[src/rtl/fu_wb_arbiter.sv]
// fu_wb_arbiter: four per-FU result FIFOs merged onto one registered writeback port.
// Define WB_ROUND_ROBIN_EN to replace fixed priority (source 0 first) with a rotating pointer.
module fu_wb_arbiter #(
   parameter int FIFO_DEPTH = 2
) (
   input  logic        clk,
   input  logic        rst,
   input  logic [3:0]  fin,
   input  logic [31:0] res0,
   input  logic [31:0] res1,
   input  logic [31:0] res2,
   input  logic [31:0] res3,
   input  logic [4:0]  rd0,
   input  logic [4:0]  rd1,
   input  logic [4:0]  rd2,
   input  logic [4:0]  rd3,
   output logic        wb_valid,
   output logic [4:0]  wb_rd,
   output logic [31:0] wb_data,
   output logic [1:0]  wb_src,
   output logic [3:0]  busy,
   output logic        ovf
);

   localparam int PW = $clog2(FIFO_DEPTH);
   localparam int CW = $clog2(FIFO_DEPTH + 1);

   typedef struct packed {
      logic [4:0]  rd;
      logic [31:0] data;
   } entry_t;

   entry_t          in_entry [4];
   entry_t          mem_q    [4][FIFO_DEPTH];
   entry_t          head;
   logic [PW-1:0]   wptr_q [4];
   logic [PW-1:0]   wptr_d [4];
   logic [PW-1:0]   rptr_q [4];
   logic [PW-1:0]   rptr_d [4];
   logic [CW-1:0]   cnt_q  [4];
   logic [CW-1:0]   cnt_d  [4];
   logic [3:0]      push;
   logic [3:0]      pop;
   logic [3:0]      accept;
   logic            gnt_valid;
   logic [1:0]      gnt_src;
   logic [1:0]      base;
   logic            ovf_q, ovf_d;
   logic            wb_valid_q;
   logic [4:0]      wb_rd_q;
   logic [31:0]     wb_data_q;
   logic [1:0]      wb_src_q;

   // A zero destination is a non-writing result and never occupies a slot.
   always_comb begin
      in_entry[0] = '{rd: rd0, data: res0};
      in_entry[1] = '{rd: rd1, data: res1};
      in_entry[2] = '{rd: rd2, data: res2};
      in_entry[3] = '{rd: rd3, data: res3};
      for (int i = 0; i < 4; i++) begin
         push[i] = fin[i] && (in_entry[i].rd != 5'd0);
      end
   end

`ifdef WB_ROUND_ROBIN_EN
   logic [1:0] rr_q;

   always_ff @(posedge clk) begin
      if (rst) begin
         rr_q <= 2'd0;
      end else if (gnt_valid) begin
         rr_q <= gnt_src + 2'd1;
      end
   end

   assign base = rr_q;
`else
   assign base = 2'd0;
`endif

   // Scan from lowest to highest priority so the highest-priority non-empty source wins last.
   always_comb begin
      logic [1:0] idx;
      // NOTE: every always_comb output gets a default first so no path leaves it unassigned (no latch).
      gnt_valid = 1'b0;
      gnt_src   = 2'd0;
      idx       = 2'd0;
      for (int k = 3; k >= 0; k--) begin
         idx = base + 2'(k);
         if (cnt_q[idx] != '0) begin
            gnt_valid = 1'b1;
            gnt_src   = idx;
         end
      end
   end

   always_comb begin
      pop    = '0;
      busy   = '0;
      accept = '0;
      if (gnt_valid) begin
         pop[gnt_src] = 1'b1;
      end
      for (int i = 0; i < 4; i++) begin
         busy[i]   = (cnt_q[i] == CW'(FIFO_DEPTH));
         accept[i] = push[i] && (!busy[i] || pop[i]);
         wptr_d[i] = wptr_q[i] + PW'(accept[i]);
         rptr_d[i] = rptr_q[i] + PW'(pop[i]);
         cnt_d[i]  = cnt_q[i] + CW'(accept[i]) - CW'(pop[i]);
      end
      ovf_d = ovf_q | (|(push & ~accept));
      head  = mem_q[gnt_src][rptr_q[gnt_src]];
   end

   // NOTE: sequential state uses non-blocking assignments so every register samples pre-edge values.
   always_ff @(posedge clk) begin
      if (rst) begin
         for (int i = 0; i < 4; i++) begin
            wptr_q[i] <= '0;
            rptr_q[i] <= '0;
            cnt_q[i]  <= '0;
         end
         ovf_q      <= 1'b0;
         wb_valid_q <= 1'b0;
         wb_rd_q    <= 5'd0;
         wb_data_q  <= 32'd0;
         wb_src_q   <= 2'd0;
      end else begin
         for (int i = 0; i < 4; i++) begin
            wptr_q[i] <= wptr_d[i];
            rptr_q[i] <= rptr_d[i];
            cnt_q[i]  <= cnt_d[i];
         end
         ovf_q      <= ovf_d;
         wb_valid_q <= gnt_valid;
         if (gnt_valid) begin
            wb_rd_q   <= head.rd;
            wb_data_q <= head.data;
            wb_src_q  <= gnt_src;
         end
      end
   end

   // NOTE: entry storage is not reset; count and pointers decide validity, so stale data is never read.
   always_ff @(posedge clk) begin
      for (int i = 0; i < 4; i++) begin
         if (accept[i]) begin
            mem_q[i][wptr_q[i]] <= in_entry[i];
         end
      end
   end

   assign wb_valid = wb_valid_q;
   assign wb_rd    = wb_rd_q;
   assign wb_data  = wb_data_q;
   assign wb_src   = wb_src_q;
   assign ovf      = ovf_q;

endmodule

[config.mk]
export PLATFORM = sky130hd
export DESIGN_NAME = fu_wb_arbiter
export DESIGN_NICKNAME = d
export VERILOG_FILES = /design/src/rtl/fu_wb_arbiter.sv
export SDC_FILE = /design/constraint.sdc
export NUM_CORES = 1
export LEC_CHECK = 0
export CORE_ASPECT_RATIO = 1.2
export CORE_MARGIN = 1
export CORE_UTILIZATION = 55
export DETAILED_ROUTE_END_ITERATION = 16
export PLACE_DENSITY = 0.81
export SYNTH_ARGS = -nofsm -noshare
export SYNTH_HDL_FRONTEND = slang
export SYNTH_SLANG_ARGS = --single-unit
[constraint.sdc]
create_clock -name clk -period 5 [get_ports clk]
set_clock_uncertainty 0.15 [all_clocks]
set_input_delay 1 -clock clk [delete_from_list [all_inputs] [get_ports clk]]
set_output_delay 1 -clock clk [all_outputs]
set_load 0.03 [all_outputs]
# After elaboration in Yosys (flattened, before gate mapping)
# Memory sizes are Yosys's and may differ from the RTL's.
# Index checks and enable logic that the tools add are counted.
# classes
n_eq_ne	4
mux	45
mul	0
n_addsub	16
bitwise_logic	20
div_mod_pow	0
n_lt_le_gt_ge	11
reduce_logical	30
n_shift	0
# op_table
cell	count
two-way mux 74 bit	4
two-way mux 37 bit	7
demux 37 bit (select 1 bit)	4
two-way mux 1 bit	20
nonzero test 5 bit	4
two-way mux 2 bit	8
logical AND 1 bit	13
OR 1 bit	13
greater-or-equal comparator 2 bit, second input constant	5
inverter 1 -> 2 bit	5
adder 1 bit	8
adder 2 x 1 -> 2 bit	4
equality test 2 bit, second input constant	4
less-than comparator 2 x 1 -> 1 bit, second input constant	4
nonzero test 2 bit	4
subtractor 2 x 1 -> 2 bit	4
AND 4 bit	1
logical NOT 1 bit	4
logical OR 1 bit	4
two-way mux 4 bit	1
inverter 4 bit	1
OR reduction 4 bit	1
less-than comparator 2 x 3 -> 1 bit, second input constant	1
demux 1 bit (select 2 bit)	1
greater-or-equal comparator 2 x 1 -> 1 bit, second input constant	1
# word_totals
latch_bits	0
wordCells	135
n_memories	4
mem_bits_rw	312
in_bits	154
romBits	0
out_inout_bits	45
register_bits	41
# mem_list
memory	depth	word_bits	read_ports	rd_ports_with_merged_regs	wr	line_no	rtl
mem_q	4	74	1	0	4	34	entry_t mem_q [4][FIFO_DEPTH];
cnt_q	4	2	4	0	4	40	logic [CW-1:0] cnt_q [4];
rptr_q	4	1	5	0	4	38	logic [PW-1:0] rptr_q [4];
wptr_q	4	1	4	0	4	36	logic [PW-1:0] wptr_q [4];

# Longest topological paths before layout
# Gate-level depths: netlist of run 1.
# An unclocked memory read counts as a cell.
# depth
depth_word	17
mapped_depth	12
mapped_depth_nobuf	9

# Least setup slack after synthesis of run 1
# Ideal clock, no wire load.
# synth_path
path_kind	input port to flip-flop
from	input rd3[0]
to	memory mem_q[3][37] (netlist name) (enable)
path_stages	4
setup_slack_ns	1.917
setup_ns	0.429
t_arrival_ns	2.505
cell_sequence	or4_1 o21a_1 a21boi_0 ha_1
# synth_rtl
element	line_no	rtl
start: declaration	16	input logic [4:0] rd3,
end: declaration	34	

==> metrics.yaml, run 1 <==
outcome:
  run_status: "completed"
global_routing:
  busiest_layer: "met2"
  grt_usage: 0.2889
  grt_pass1_vias: 9606
  grt_pass1_wl_um: 55150
  grt_start_max_net_pins: 58
  antenna_found_initial: 1
  met2_usage: 0.4843
  use_met1: 0.3618
  use_met3: 0.04595
  overflow: 0
sta:
  finalMaxSlewViolations: 0
  max-slew-margin-rel: 0.1787
  tns_ns: 0
  tightest_slew_ns: 1.232
  fmax_ghz: 0.2814
  post-route-period-util: 0.7107
  rsz0062_at_grt: "false"
  finalSetupViolCount: 0
  hold_viol_final: 0
  period_minus_slack_ns: 3.554
power_and_ir_drop:
  cellLeakagePower_nw: 5.791
  p_total_mw: 9.960
  ir_drop_v: 0.0005146
  powerDensity_nw_per_um2: 579.1
clock_tree:
  clk_pin_slew_ns: 0.07
  ctsResizeCount: 0
  clk_latency_ns: 0.56
  cts_root_buf: "clkbuf_16"
  numCtsBuffers: 31
  hold_buffers: 0
  clk_path_buf_depth: 3
  cts_setup_buffers: 0
  cts_tree: "done"
  htree_levels: 1
  cts_sinks: 353
floorplanning:
  die_h_um: 174.9
  row_count: 62
  ios: 199
  dieArea_um2: 25560
  core_area_um2: 24200
  start_util: 0.5663
  fp.dieW_um: 146.1
final_layout:
  mostFrequentLayoutCells: "296 x edfxtp_1, 198 x clkdlybuf4s50_1, 99 x a21oi_1"
  register_area_um2: 10030
  fillers: 1558
  fin_nets: 1286
  area_delta_synth_final_pct: 25.47
  layout-drive-gt1-share: 0.09807
  multi_input_area_um2: 3453
  final_common_cell: "edfxtp_1"
worst_setup_path:
  worstSetupEndpointType: "register"
  critical_path_class: "register to register"
  worstPathArrival_ns: 3.62
  worst-path-max-fanout: 23
  cp.required_ns: 5.07
  startpoint_type: "register"
logic_synthesis:
  yosysSeqAreaShare: 0.7317
  ys_types: 39
  synth_warnings: 0
  synth_ff_type: "edfxtp_1"
  syn_avg_cell_area_um2: 14.87
  synth-async-reset-ratio: 0
  synth_fp_nets: 1091
  synthCells: 922
  synth_seq_cells: 353
  netlist_area_um2: 13710
  synth-edff-count: 296
place:
  gp_congestion: 0.8491
  dp_hpwl_um: 23340
  place.port_buffers: 198
drt:
  first_pass_iters: 8
  ant_nets: 0
  drt_iter0_drc: 1154
  drc_errors: 0
  detail_route.wl_per_cell_um: 25.39
  vias_per_cell: 6.445
  route.vias.total: 9435
  wirelength_um: 37170
hold_path:
  worst_hold_path_type: "register to register"
job:
  max-cap-violations: 0
## logic make-up (layout without fill, tap and decap cells)
kind of cell | after synthesis | in the layout | synth area share
compound gates | 335 | 335 | 0.1831
xor+xnor | 8 | 8 | 0.005111
fa+ha+maj | 15 | 15 | 0.01369
buf+inv | 72 | 292 | 0.02282
flops | 353 | 353 | 0.7317
other cells | 0 | 2 | 0
simple gates | 139 | 139 | 0.04354
## area by class of cell
| class | count | area share |
|---|---|---|
| clock buffer | 37 | 0.04816 |
| sequential | 353 | 0.5832 |
| tap | 320 | 0.02328 |
| inverter | 13 | 0.002837 |
| multi-input combinational | 497 | 0.2008 |
| timing repair buffer | 221 | 0.1260 |
| clock inverter | 21 | 0.01542 |
| antenna | 2 | 0.0002910 |
## where the power goes
part	internal [mW]	switching, mW	leakage, nW
Clock	1.49	1.04	0.529
Combinational	1.29	2.23	2.02
Sequential	3.65	0.250	3.24
Total	6.43	3.53	5.79
## metal layers
metal	part of all wire	wire length, µm
met4	0.051	1902
met2	0.49	18210
met5	0	0
met3	0.11	3915
met1	0.35	13140
## through the flow
stage / area, µm² / cells / hold slack, ns / setup slack [ns] / util
global route: 17190 / 1462 / 0.3607 / 1.350 / 0.7103
detailed placement: 16100 / 1404 / 0.3213 / 1.204 / 0.6652
CTS: 17190 / 1462 / 0.3366 / 1.623 / 0.7103
floorplan: 13710 / 922 / 0.2865 / 1.917 / -
finish: 17200 / 1464 / 0.3467 / 1.446 / 0.7106
global placement: 16100 / 1404 / 0.3034 / 1.253 / 0.6652
## sequential cells by signal (all words and copies together), names as in the netlist
name / count
wb_src: 2
mem_q: 296
ovf: 1
wb_valid: 1
wb_rd: 5
cnt_q: 8
wb_data: 32
wptr_q: 4
rptr_q: 4
## path summary, 6_finish.rpt
path / endpoint / startpoint / slack [ns] / cells past startpoint
max reg2reg: mem_q[3][57] / cnt_q[0][1] / 1.45 / 5
max: mem_q[3][57] / cnt_q[0][1] / 1.45 / 5
min: rptr_q[3] / rptr_q[3] / 0.35 / 2
min reg2reg: rptr_q[3] / rptr_q[3] / 0.35 / 2
## synthesized netlist by cell type (all sizes together) (4+ instances only)
| cell | instances | area [µm²] |
|---|---|---|
| dfxtp | 57 | 1141 |
| ha | 15 | 187.7 |
| or4 | 6 | 52.55 |
| xnor2 | 4 | 35.03 |
| inv | 12 | 45.04 |
| o21ai | 22 | 110.1 |
| a31oi | 4 | 25.02 |
| o21a | 19 | 142.6 |
| a221oi | 17 | 148.9 |
| clkbuf | 46 | 172.7 |
| xor2 | 4 | 35.03 |
| nand2 | 39 | 146.4 |
| nor2 | 73 | 274.0 |
| a22o | 57 | 499.2 |
| nor2b | 8 | 50.05 |
| a211oi | 57 | 447.9 |
| edfxtp | 296 | 8889 |
| a2111oi | 37 | 461.7 |
| o21bai | 17 | 127.6 |
| a21oi | 99 | 495.5 |
| buf | 13 | 91.33 |
| or2 | 4 | 25.02 |
## worst max-delay path: stages, from the launching register on
cell	delay, ns
dfxtp_1	0.40
nor4_1	0.75
nand3_1	0.35
a21boi_0	0.49
ha_2	0.59
buf_4	0.44
Note: power is estimated with default switching activity, not from simulation.
==> run 2: changes to the inputs <==
Settings changed: CORE_UTILIZATION 55 to 49, PLACE_DENSITY 0.81 to 0.76.
Clock period 5 ns to 3.2 ns, I/O delays scaled along.
==> metrics.yaml, run 2 (synthesis results as in run 1) <==
outcome:
  run_status: "completed"  # unchanged
power_and_ir_drop:
  p_total_mw: 15.55  # was 9.960 mW
  ir_drop_v: 0.0006963  # was 0.0005146 V
  powerDensity_nw_per_um2: 889.9  # was 579.1 nW/µm²
  cellLeakagePower_nw: 5.904  # was 5.791 nW
worst_setup_path:
  cp.required_ns: 3.41  # was 5.07 ns
  worstPathArrival_ns: 3.16  # was 3.62 ns
  startpoint_type: "register"  # unchanged
  worst-path-max-fanout: 57  # was 23
  critical_path_class: "register to register"  # unchanged
  startpoint: "cnt_q[1][0]"  # was cnt_q[0][1]
  r2r-start: "cnt_q[1][0]"  # was cnt_q[0][1]
  worstSetupEndpointType: "register"  # unchanged
clock_tree:
  cts_root_buf: "clkbuf_16"  # unchanged
  htree_levels: 2  # was 1
  clk_path_buf_depth: 3  # unchanged
  clk_latency_ns: 0.52  # was 0.56 ns
  ctsResizeCount: 0  # unchanged
  numCtsBuffers: 34  # was 31
  clk_pin_slew_ns: 0.07  # about the same
  cts_setup_buffers: 0  # unchanged
  hold_buffers: 0  # unchanged
  cts_sinks: 353  # unchanged
  cts_tree: "done"  # unchanged
sta:
  tns_ns: 0  # unchanged
  timing.hold.ws_ns: 0.3135  # was 0.3467 ns
  tightest_slew_ns: 0.8630  # was 1.232 ns
  max-slew-margin-rel: 0.4246  # was 0.1787
  period_minus_slack_ns: 2.956  # was 3.554 ns
  hold_viol_final: 0  # unchanged
  finalSetupViolCount: 0  # unchanged
  finalMaxSlewViolations: 0  # unchanged
  rsz0062_at_grt: "false"  # unchanged
  fmax_ghz: 0.3383  # was 0.2814 GHz
  post-route-period-util: 0.9238  # was 0.7107
drt:
  wirelength_um: 37330  # was 37170 µm
  detail_route.wl_per_cell_um: 24.32  # was 25.39 µm
  first_pass_iters: 5  # was 8
  drt_iter0_drc: 853  # was 1154
  drc_errors: 0  # unchanged
  highest_layer: "met4"  # unchanged
  vias_per_cell: 6.065  # was 6.445
  met3RoutedLength_um: 3038  # was 3915 µm
  route.vias.total: 9310  # was 9435
  ant_nets: 0  # unchanged
  wl_met2_um: 18930  # was 18210 µm
  met1Wirelength_um: 13620  # was 13140 µm
place:
  dp_hpwl_um: 24200  # was 23340 µm
  gp_congestion: 0.8523  # was 0.8491
  postPlaceCellArea_um2: 16380  # was 16100 µm²
  place.port_buffers: 198  # unchanged
final_layout:
  layout-drive-gt1-share: 0.1111  # was 0.09807
  largest_reg_flops: 296  # unchanged
  final_common_cell: "edfxtp_1"  # unchanged
  mostFrequentLayoutCells: "296 x edfxtp_1, 197 x clkdlybuf4s50_1, 99 x a21oi_1"  # was 296 x edfxtp_1, 198 x clkdlybuf4s50_1, 99 x a21oi_1
  area_delta_synth_final_pct: 27.48  # was 25.47%
  fin_area_um2: 17470  # was 17200 µm²
  postLayoutCoreUtil: 0.6392  # was 0.7106
  antenna_cells: 0  # was 2
  fin_nets: 1304  # was 1286
global_routing:
  overflow: 0  # unchanged
  grt_usage: 0.2620  # was 0.2889
  grt_pass1_vias: 9520  # was 9606
  grt_start_max_net_pins: 63  # was 58
  grt_pass1_wl_um: 55400  # was 55150 µm
  antenna_found_initial: 0  # was 1
floorplanning:
  dieArea_um2: 28650  # was 25560 µm²
  fp.dieW_um: 154.7  # was 146.1 µm
  row_count: 66  # was 62
  core_area_um2: 27330  # was 24200 µm²
  ios: 199  # unchanged
  start_util: 0.5015  # was 0.5663
  die_h_um: 185.2  # was 174.9 µm
hold_path:
  hp-start: "rptr_q[3]"  # unchanged
  worst_hold_path_type: "register to register"  # unchanged
job:
  max-cap-violations: 0  # unchanged
==> run 2: cell type report <==
type	count	area, µm²
clock buffer	46	1010
tap	374	467.9
sequential	353	10030
inverter	13	48.80
multi-input combinational	497	3470
timing repair buffer	236	2362
fill	1941	9861
clock inverter	16	85.08
==> run 2: worst paths after layout <==
path                  to  depth (start not counted)  slack [ns]
min            rptr_q[3]                          2        0.31
max          wb_data[25]                          5        0.24
max reg2reg  wb_data[25]                          5        0.24
min reg2reg    rptr_q[3]                          2        0.31
==> run 2: through the flow <==
stage,worst slack (ns),cells
after global routing,0.1316,1535
after CTS,0.2857,1535
after detailed placement,0.1438,1473
after floorplan,0.4009,922
final,0.2439,1535
after global placement,0.2077,1473
==> run 2: worst max-delay path, cell delays in order (launching register included) <==
cell       delay, ns
dfxtp_1         0.38
or4_4           0.56
or4_4           0.56
o2111a_4        0.41
a2111oi_0       0.57
a211oi_1        0.09
==> run 2: layer usage <==
layer  GRT usage  vias to the layer above
met1      0.3098                     4576
met4      0.1323                        0
met3     0.04890                      122
li1            -                     4078
met2      0.4586                      534
met5           0                        -
==> run 2: where the power goes <==
group / internal (mW) / switching [mW]
Clock: 2.22 / 1.67
Combinational: 2.14 / 3.43
Sequential: 5.70 / 0.381
Total: 10.1 / 5.48
